$ cat src/rtl/rom_loader.sv
// Boot loader: copies a ROM image from SPI flash (mode 0, READ 0x03, one continuous burst)
// into the on-chip ROM array. Holds the system in reset via busy until the copy completes.
module rom_loader #(
    parameter int          KB         = 128,
    parameter logic [23:0] FLASH_BASE = 24'h000000,
    parameter int          CLKDIV     = 2,
    localparam int         AW         = $clog2(KB * 1024)
) (
    input  logic          clock,
    input  logic          reset,
    output logic          spi_cs_n,
    output logic          spi_sck,
    output logic          spi_mosi,
    input  logic          spi_miso,
    output logic [AW-1:0] mem_a,
    output logic [7:0]    mem_d,
    output logic          mem_w,
    output logic          busy,
    output logic          done
);

    localparam int          NBYTES    = KB * 1024;
    localparam int          PW        = (2 * CLKDIV > 2) ? $clog2(2 * CLKDIV) : 1;
    localparam logic [PW-1:0] P_HALF   = PW'(CLKDIV);
    localparam logic [PW-1:0] P_SAMPLE = PW'(CLKDIV - 1);
    localparam logic [PW-1:0] P_END    = PW'(2 * CLKDIV - 1);
    localparam logic [31:0] CMD_WORD  = {8'h03, FLASH_BASE};
    localparam logic [AW:0] LAST_BYTE = (AW + 1)'(NBYTES - 1);

    typedef enum logic [1:0] {
        DESEL = 2'd0,
        CMD   = 2'd1,
        DATA  = 2'd2,
        FIN   = 2'd3
    } state_t;

    state_t        state_r, state_s;
    logic [PW-1:0] phase_r, phase_s, phase_inc_s;
    logic [4:0]    bit_r, bit_s;
    logic [AW:0]   byte_r, byte_s;
    logic [7:0]    shreg_r, shreg_s;
    logic          cs_n_s, sck_s, mosi_s, mem_w_s, busy_s, done_s;
    logic [AW-1:0] mem_a_s;
    logic [7:0]    mem_d_s;

    // Next-state and next-output logic; every output is registered from these values.
    always_comb begin
        phase_inc_s = (phase_r == P_END) ? '0 : phase_r + PW'(1);
        state_s     = state_r;
        phase_s     = phase_inc_s;
        bit_s       = bit_r;
        byte_s      = byte_r;
        shreg_s     = shreg_r;
        cs_n_s      = 1'b0;
        sck_s       = 1'b0;
        mosi_s      = spi_mosi;
        mem_a_s     = mem_a;
        mem_d_s     = mem_d;
        mem_w_s     = 1'b0;
        busy_s      = 1'b1;
        done_s      = 1'b0;
        case (state_r)
            DESEL: begin
                if (phase_r == P_END) begin
                    state_s = CMD;
                    bit_s   = 5'd0;
                    mosi_s  = CMD_WORD[31];
                end else begin
                    cs_n_s  = 1'b1;
                end
            end
            CMD: begin
                sck_s = (phase_inc_s >= P_HALF);
                // MOSI only moves at the start of a bit period, while SCK is low.
                if (phase_r == P_END) begin
                    if (bit_r == 5'd31) begin
                        state_s = DATA;
                        bit_s   = 5'd0;
                        mosi_s  = 1'b0;
                    end else begin
                        bit_s   = bit_r + 5'd1;
                        mosi_s  = CMD_WORD[5'd30 - bit_r];
                    end
                end else begin
                    mosi_s = spi_mosi;
                end
            end
            DATA: begin
                sck_s = (phase_inc_s >= P_HALF);
                // Sample on the same edge that drives SCK 0->1.
                if (phase_r == P_SAMPLE) begin
                    shreg_s = {shreg_r[6:0], spi_miso};
                end else begin
                    shreg_s = shreg_r;
                end
                if (phase_r == P_END) begin
                    if (bit_r == 5'd7) begin
                        bit_s   = 5'd0;
                        mem_w_s = 1'b1;
                        mem_a_s = byte_r[AW-1:0];
                        mem_d_s = shreg_r;
                        byte_s  = byte_r + (AW + 1)'(1);
                        if (byte_r == LAST_BYTE) begin
                            state_s = FIN;
                            cs_n_s  = 1'b1;
                            sck_s   = 1'b0;
                        end else begin
                            state_s = DATA;
                        end
                    end else begin
                        bit_s = bit_r + 5'd1;
                    end
                end else begin
                    bit_s = bit_r;
                end
            end
            FIN: begin
                phase_s = phase_r;
                cs_n_s  = 1'b1;
                busy_s  = 1'b0;
                done_s  = 1'b1;
            end
            default: begin
                state_s = DESEL;
                phase_s = '0;
                cs_n_s  = 1'b1;
            end
        endcase
    end

    // State, datapath and output registers with synchronous reset.
    always_ff @(posedge clock) begin
        if (reset) begin
            state_r  <= DESEL;
            phase_r  <= '0;
            bit_r    <= 5'd0;
            byte_r   <= '0;
            shreg_r  <= 8'h00;
            spi_cs_n <= 1'b1;
            spi_sck  <= 1'b0;
            spi_mosi <= 1'b0;
            mem_a    <= '0;
            mem_d    <= 8'h00;
            mem_w    <= 1'b0;
            busy     <= 1'b1;
            done     <= 1'b0;
        end else begin
            state_r  <= state_s;
            phase_r  <= phase_s;
            bit_r    <= bit_s;
            byte_r   <= byte_s;
            shreg_r  <= shreg_s;
            spi_cs_n <= cs_n_s;
            spi_sck  <= sck_s;
            spi_mosi <= mosi_s;
            mem_a    <= mem_a_s;
            mem_d    <= mem_d_s;
            mem_w    <= mem_w_s;
            busy     <= busy_s;
            done     <= done_s;
        end
    end

endmodule

$ cat config.mk
export PLATFORM = sky130hd
export DESIGN_NAME = rom_loader
export DESIGN_NICKNAME = d
export VERILOG_FILES = /design/src/rtl/rom_loader.sv
export SDC_FILE = /design/constraint.sdc
export NUM_CORES = 1
export LEC_CHECK = 0
export CORE_MARGIN = 1
export CORE_UTILIZATION = 40
export DETAILED_ROUTE_END_ITERATION = 7
export MAX_ROUTING_LAYER = met4
export PLACE_DENSITY_LB_ADDON = 0.12
export SYNTH_ARGS = -nofsm -noshare
export SYNTH_HDL_FRONTEND = slang
export SYNTH_SLANG_ARGS = --single-unit
$ cat constraint.sdc
create_clock -name clock -period 2.2 [get_ports clock]
set_clock_uncertainty 0.1 [all_clocks]
set_input_delay 0.33 -clock clock [delete_from_list [all_inputs] [get_ports clock]]
set_output_delay 0.33 -clock clock [all_outputs]
set_load 0.05 [all_outputs]
# Yosys cells after proc, flatten, opt, wreduce, memory -nomap -nowiden
# Memories as Yosys holds them, arrays and structs flattened.
# Index checks and enable logic that the tools add are counted.
# op_classes
add_sub_neg,4
order_cmp,2
eq_ne,13
muxes,31
n_bitwise,2
reduce_logical,9
# ops
cell,count
5-bit 2-to-1 mux,5
"18-bit by 1-bit adder with 18-bit output, second input constant",1
"18-bit by 17-bit equality test with 1-bit output, second input constant",1
1-bit 2-to-1 mux,15
5-bit one-hot mux with 3 select lines,1
2-bit 2-to-1 mux,6
"2-bit inequality test, second input constant",5
"2-bit equality test, second input constant",3
"5-bit by 6-bit less-than comparator with 1-bit output, second input constant",1
2-bit one-hot mux with 3 select lines,1
3-bit AND reduction,2
6-bit AND reduction,1
"5-bit by 1-bit adder with 5-bit output, second input constant",1
"5-bit by 3-bit equality test with 1-bit output, second input constant",1
"5-bit equality test, second input constant",1
"5-bit subtractor, first input constant",1
"2-bit by 1-bit equality test with 1-bit output, second input constant",2
1-bit one-hot mux with 2 select lines,2
4-bit AND reduction,1
1-bit one-hot mux with 3 select lines,1
3-bit nonzero test,1
3-bit OR reduction,1
"2-bit by 1-bit adder with 2-bit output, second input constant",1
"2-bit >= comparator, second input constant",1
other kinds (4),5
# totals
ff_bits,66
romBits,32
out_inout_bits,31
n_memories,1
# mem_list
name,depth,word_bits,read_ports,rd_clocked_by_memory_dff,wr,line_no,source
(name not given),32,1,1,0,0,82,mosi_s = CMD_WORD[5'd30 - bit_r];

# Logic depth before layout (Yosys ltp)
# depth
depth_word,7
depth_mapped,9

# Worst setup path after synthesis
# OpenSTA, ideal clock, no wires.
# synth_path
path_type,register to register
startpoint,reg state_r[0]
endpoint,reg byte_r[16]
setup_ns,0.070
t_arrival_ns,2.087
required_ns,2.030
slack_ns,-0.058
path_stages_with_launch,9
n_path_buf,2
period_less_slack_ns,2.258
cell_sequence,dfxtp_1 > inv_1 > ha_1 > nand4b_1 > buf_2 > or4_1 > buf_2 > or4_1 > a21oi_1
# synth_between
elab_chain_len,2
# synth_rtl
element,line_no,source
from (decl),37,"state_t state_r, state_s;"
from (signal assigned),148,state_r <= state_s;
2-bit equality test,62,case (state_r)
3-bit AND reduction (no source line),--,
to (signal assigned),151,byte_r <= byte_s;
to (decl),40,"logic [AW:0] byte_r, byte_s;"
# No other way between the ends.
# A chain may end at the register's enable or synchronous reset.

# Worst setup path after layout
# layout_path
startpoint,reg state_r[0]
endpoint,reg byte_r[17]
# The elaborated chain is that of the path after synthesis.

==> flow_summary.ini <==
[floorplan]
die_y_microns = 84.7
ios = 34
die_w_microns = 84.7
placementRows = 29
core-area_sq_um = 6460
die_area_sq_um = 7170
start_util_pct = 42.3

[worst_setup_path]
end_kind = flip-flop
critPathRequiredTime_ns = 2.37
worstPathArrival_ns = 2.26
critical_path_class = reg2reg
cpMaxStageDelayCell = or4_4
regToRegSetupSlack_ns = 0.11
startpoint_type = flip-flop
critPathMaxStageDelay_ns = 0.59
worstPathCellList = inv_2 > ha_4 > nand4b_1 > or4_4 > or4_1 > a21oi_1
crit_path_max_fanout = 7

[synthesis]
avgSynthCellArea_sq_um = 8.14
seq_area_frac_synth_pct = 48.3
synth.net_count = 348
syn-instance-count = 336
ys_types = 38
synthTopCellsByCount = nand2_1, dfxtp_1, a21oi_1
synth_edf_count = 0
syn_area_sq_um = 2740
synthArstFlopShare_pct = 0
ys_warn_count = 0
yosysMostFrequentCell = nand2_1
yosysTopAreaCellShare_pct = 48.3
ys_ff_latch = 66
synth_top_cell_by_area = dfxtp_1
synth-main-ff-cell = dfxtp_1
synthTopCellsByArea = dfxtp_1, nand2_1, a21oi_1, ha_1, nand3_1

[placed_design]
hpwl_mm = 3.91
port-buffer-count = 33
place_area_sq_um = 3240
dpl.cell_count = 442
place_ws_ns = 0.0455
gp_congestion = 0.845

[sta]
slew_violations = 0
fin_crit_ns = 2.09
setup_viol = 0
hold_violations = 0
setup_ws_ns = 0.111
max_freq_mhz = 479
rsz0062_at_grt = yes
hold_slack_ns = 0.242
max_slew_margin_pct = 63.1
period_share_pct = 95.0
worst_pin_slew_ns = 0.548

[clocking]
cts_num_sinks = 66
clk_latency_ns = 0.34
path_clk_slew_ns = 0.07
cts.path.max_buffers = 2
hold_buffers = 0
cts-root-buf = clkbuf_8
numCtsBuffers = 9
cts.htree.levels = 3
cts_tree = done

[global_routing]
grt_pass1_vias = 2208
antenna_found_initial = 0
grt_max_degree = 54
track_usage_pct = 19.0
gr-total-overflow = 0
grt_pass1_wl_mm = 10.3

[power_and_ir_drop]
ir_drop_mv = 0.466
power.density_nw_per_um2 = 710
finalPower_mw = 2.47
p_leak_nw = 1.12

[finish]
drive_gt1_share_pct = 11.8
antenna_cells = 0
area_delta_synth_final_pct = 27.2
fin_nets = 389
final_cells = 459
stdcell_area_sq_um = 3480

[worst_hold_path]
hp-class = in2reg

[drt]
drt-wirelength-per-cell_microns = 13.2
drt_iter0_markers = 141
final_antenna_net_count = 0
dr.pass1.iters = 6
vias_per_cell = 5.38
drc = 0
vias = 2470
routed_wl_mm = 6.04

[status]
status = completed

[flow_run]
cap_violations = 0
[metal layers]
metal,up-vias,wire length [microns],GRT usage (%)
met1,1162,2830,23.8
met5,-,0,-
met2,52,2920,29.1
met4,0,74,9.09
li1,1248,-,-
met3,8,217,4.03
[logic make-up (layout without fill, tap and decap cells)]
group | Yosys count | in the layout | synth area share, %
flip-flops | 66 | 66 | 48.3
multiplexers | 1 | 1 | 0.366
XOR/XNOR | 8 | 8 | 2.56
AND/OR/NAND/NOR | 149 | 149 | 25.4
adder cells (fa/ha/maj) | 9 | 9 | 4.12
buffers and inverters | 30 | 76 | 4.25
AO/OA/AOI/OAI | 73 | 73 | 15.0
[worst paths after layout]
kind                            cells after the start          to  startpoint
worst max register to register                      6  byte_r[17]  state_r[0]
worst min register to register                      2    spi_mosi    spi_mosi
worst max-delay path                                6  byte_r[17]  state_r[0]
worst min-delay path                                2  state_r[1]       reset
[report_power, final]
group          switching (mW)  internal (mW)  leakage [nW]  total (mW)
Clock                   0.493          0.671         0.109        1.16
Sequential            0.00590           1.20         0.534        1.21
Combinational          0.0662         0.0340         0.478       0.100
[what timing repair did]
action	CTS	global route
endpoints found under the hold margin	0	0
endpoints found under the setup margin	0	3
buffers inserted	0	1
gates resized for setup	0	3
[registers in the layout, summed over array words and instances (netlist names)]
| register | count |
|---|---|
| bit_r | 5 |
| mem_w | 1 |
| mem_a | 17 |
| mem_d | 8 |
| spi_mosi | 1 |
| phase_r | 2 |
| spi_sck | 1 |
| shreg_r | 8 |
| state_r | 2 |
| done | 1 |
| spi_cs_n | 1 |
| byte_r | 18 |
| busy | 1 |
[critical path, delay by kind of cell, from the launching register on]
kind            cells  cell delay (ns)
simple gates        3             1.21
flops               1             0.34
compound gates      1             0.15
fa+ha+maj           1             0.13
buf+inv             1             0.10
[area by class of cell]
cell class	instances	area [sq um]
repair buffers	49	458
inverters	11	41.3
well taps	77	96.3
multi-input cells	240	1330
clock inverters	6	88.8
fillers	620	2980
clock buffers	10	138
flip-flops and latches	66	1330
[stage by stage]
step | setup TNS [ns] | utilization (%)
3_3_place_gp | 0 | 50.1
4_1_cts | 0 | 53.6
3_5_place_dp | 0 | 50.1
5_1_grt | -0.00247 | 53.9
6_report | 0 | 53.9
2_1_floorplan | 0 | -
[cell usage in the layout, fill, tap and decap left out, types with 2 or more instances in the layout]
master           netlist  routed
clkdlybuf4s50_1        0      32
o2111ai_1              2       2
nand2b_1               2       2
a32oi_1                2       2
inv_1                 11      10
bufinv_16              0       2
ha_1                   9       7
a21oi_1               50      50
dfxtp_2                0       4
dfxtp_1               66      62
nand4_1                6       6
clkbuf_8               0      10
a211oi_1               2       2
nand3_1               16      16
or3_1                  8       8
o31ai_1                2       2
nand2_1               75      75
or4_4                  0       2
buf_4                  0      15
nor2_1                18      18
nor4_1                 5       5
nor3_1                 5       5
o21ai_0                9       9
xnor2_1                8       8
ha_4                   0       2
or4_1                  4       2
clkinvlp_4             0       2
nand4b_1               2       2
Power figures use the tool's default switching activity.
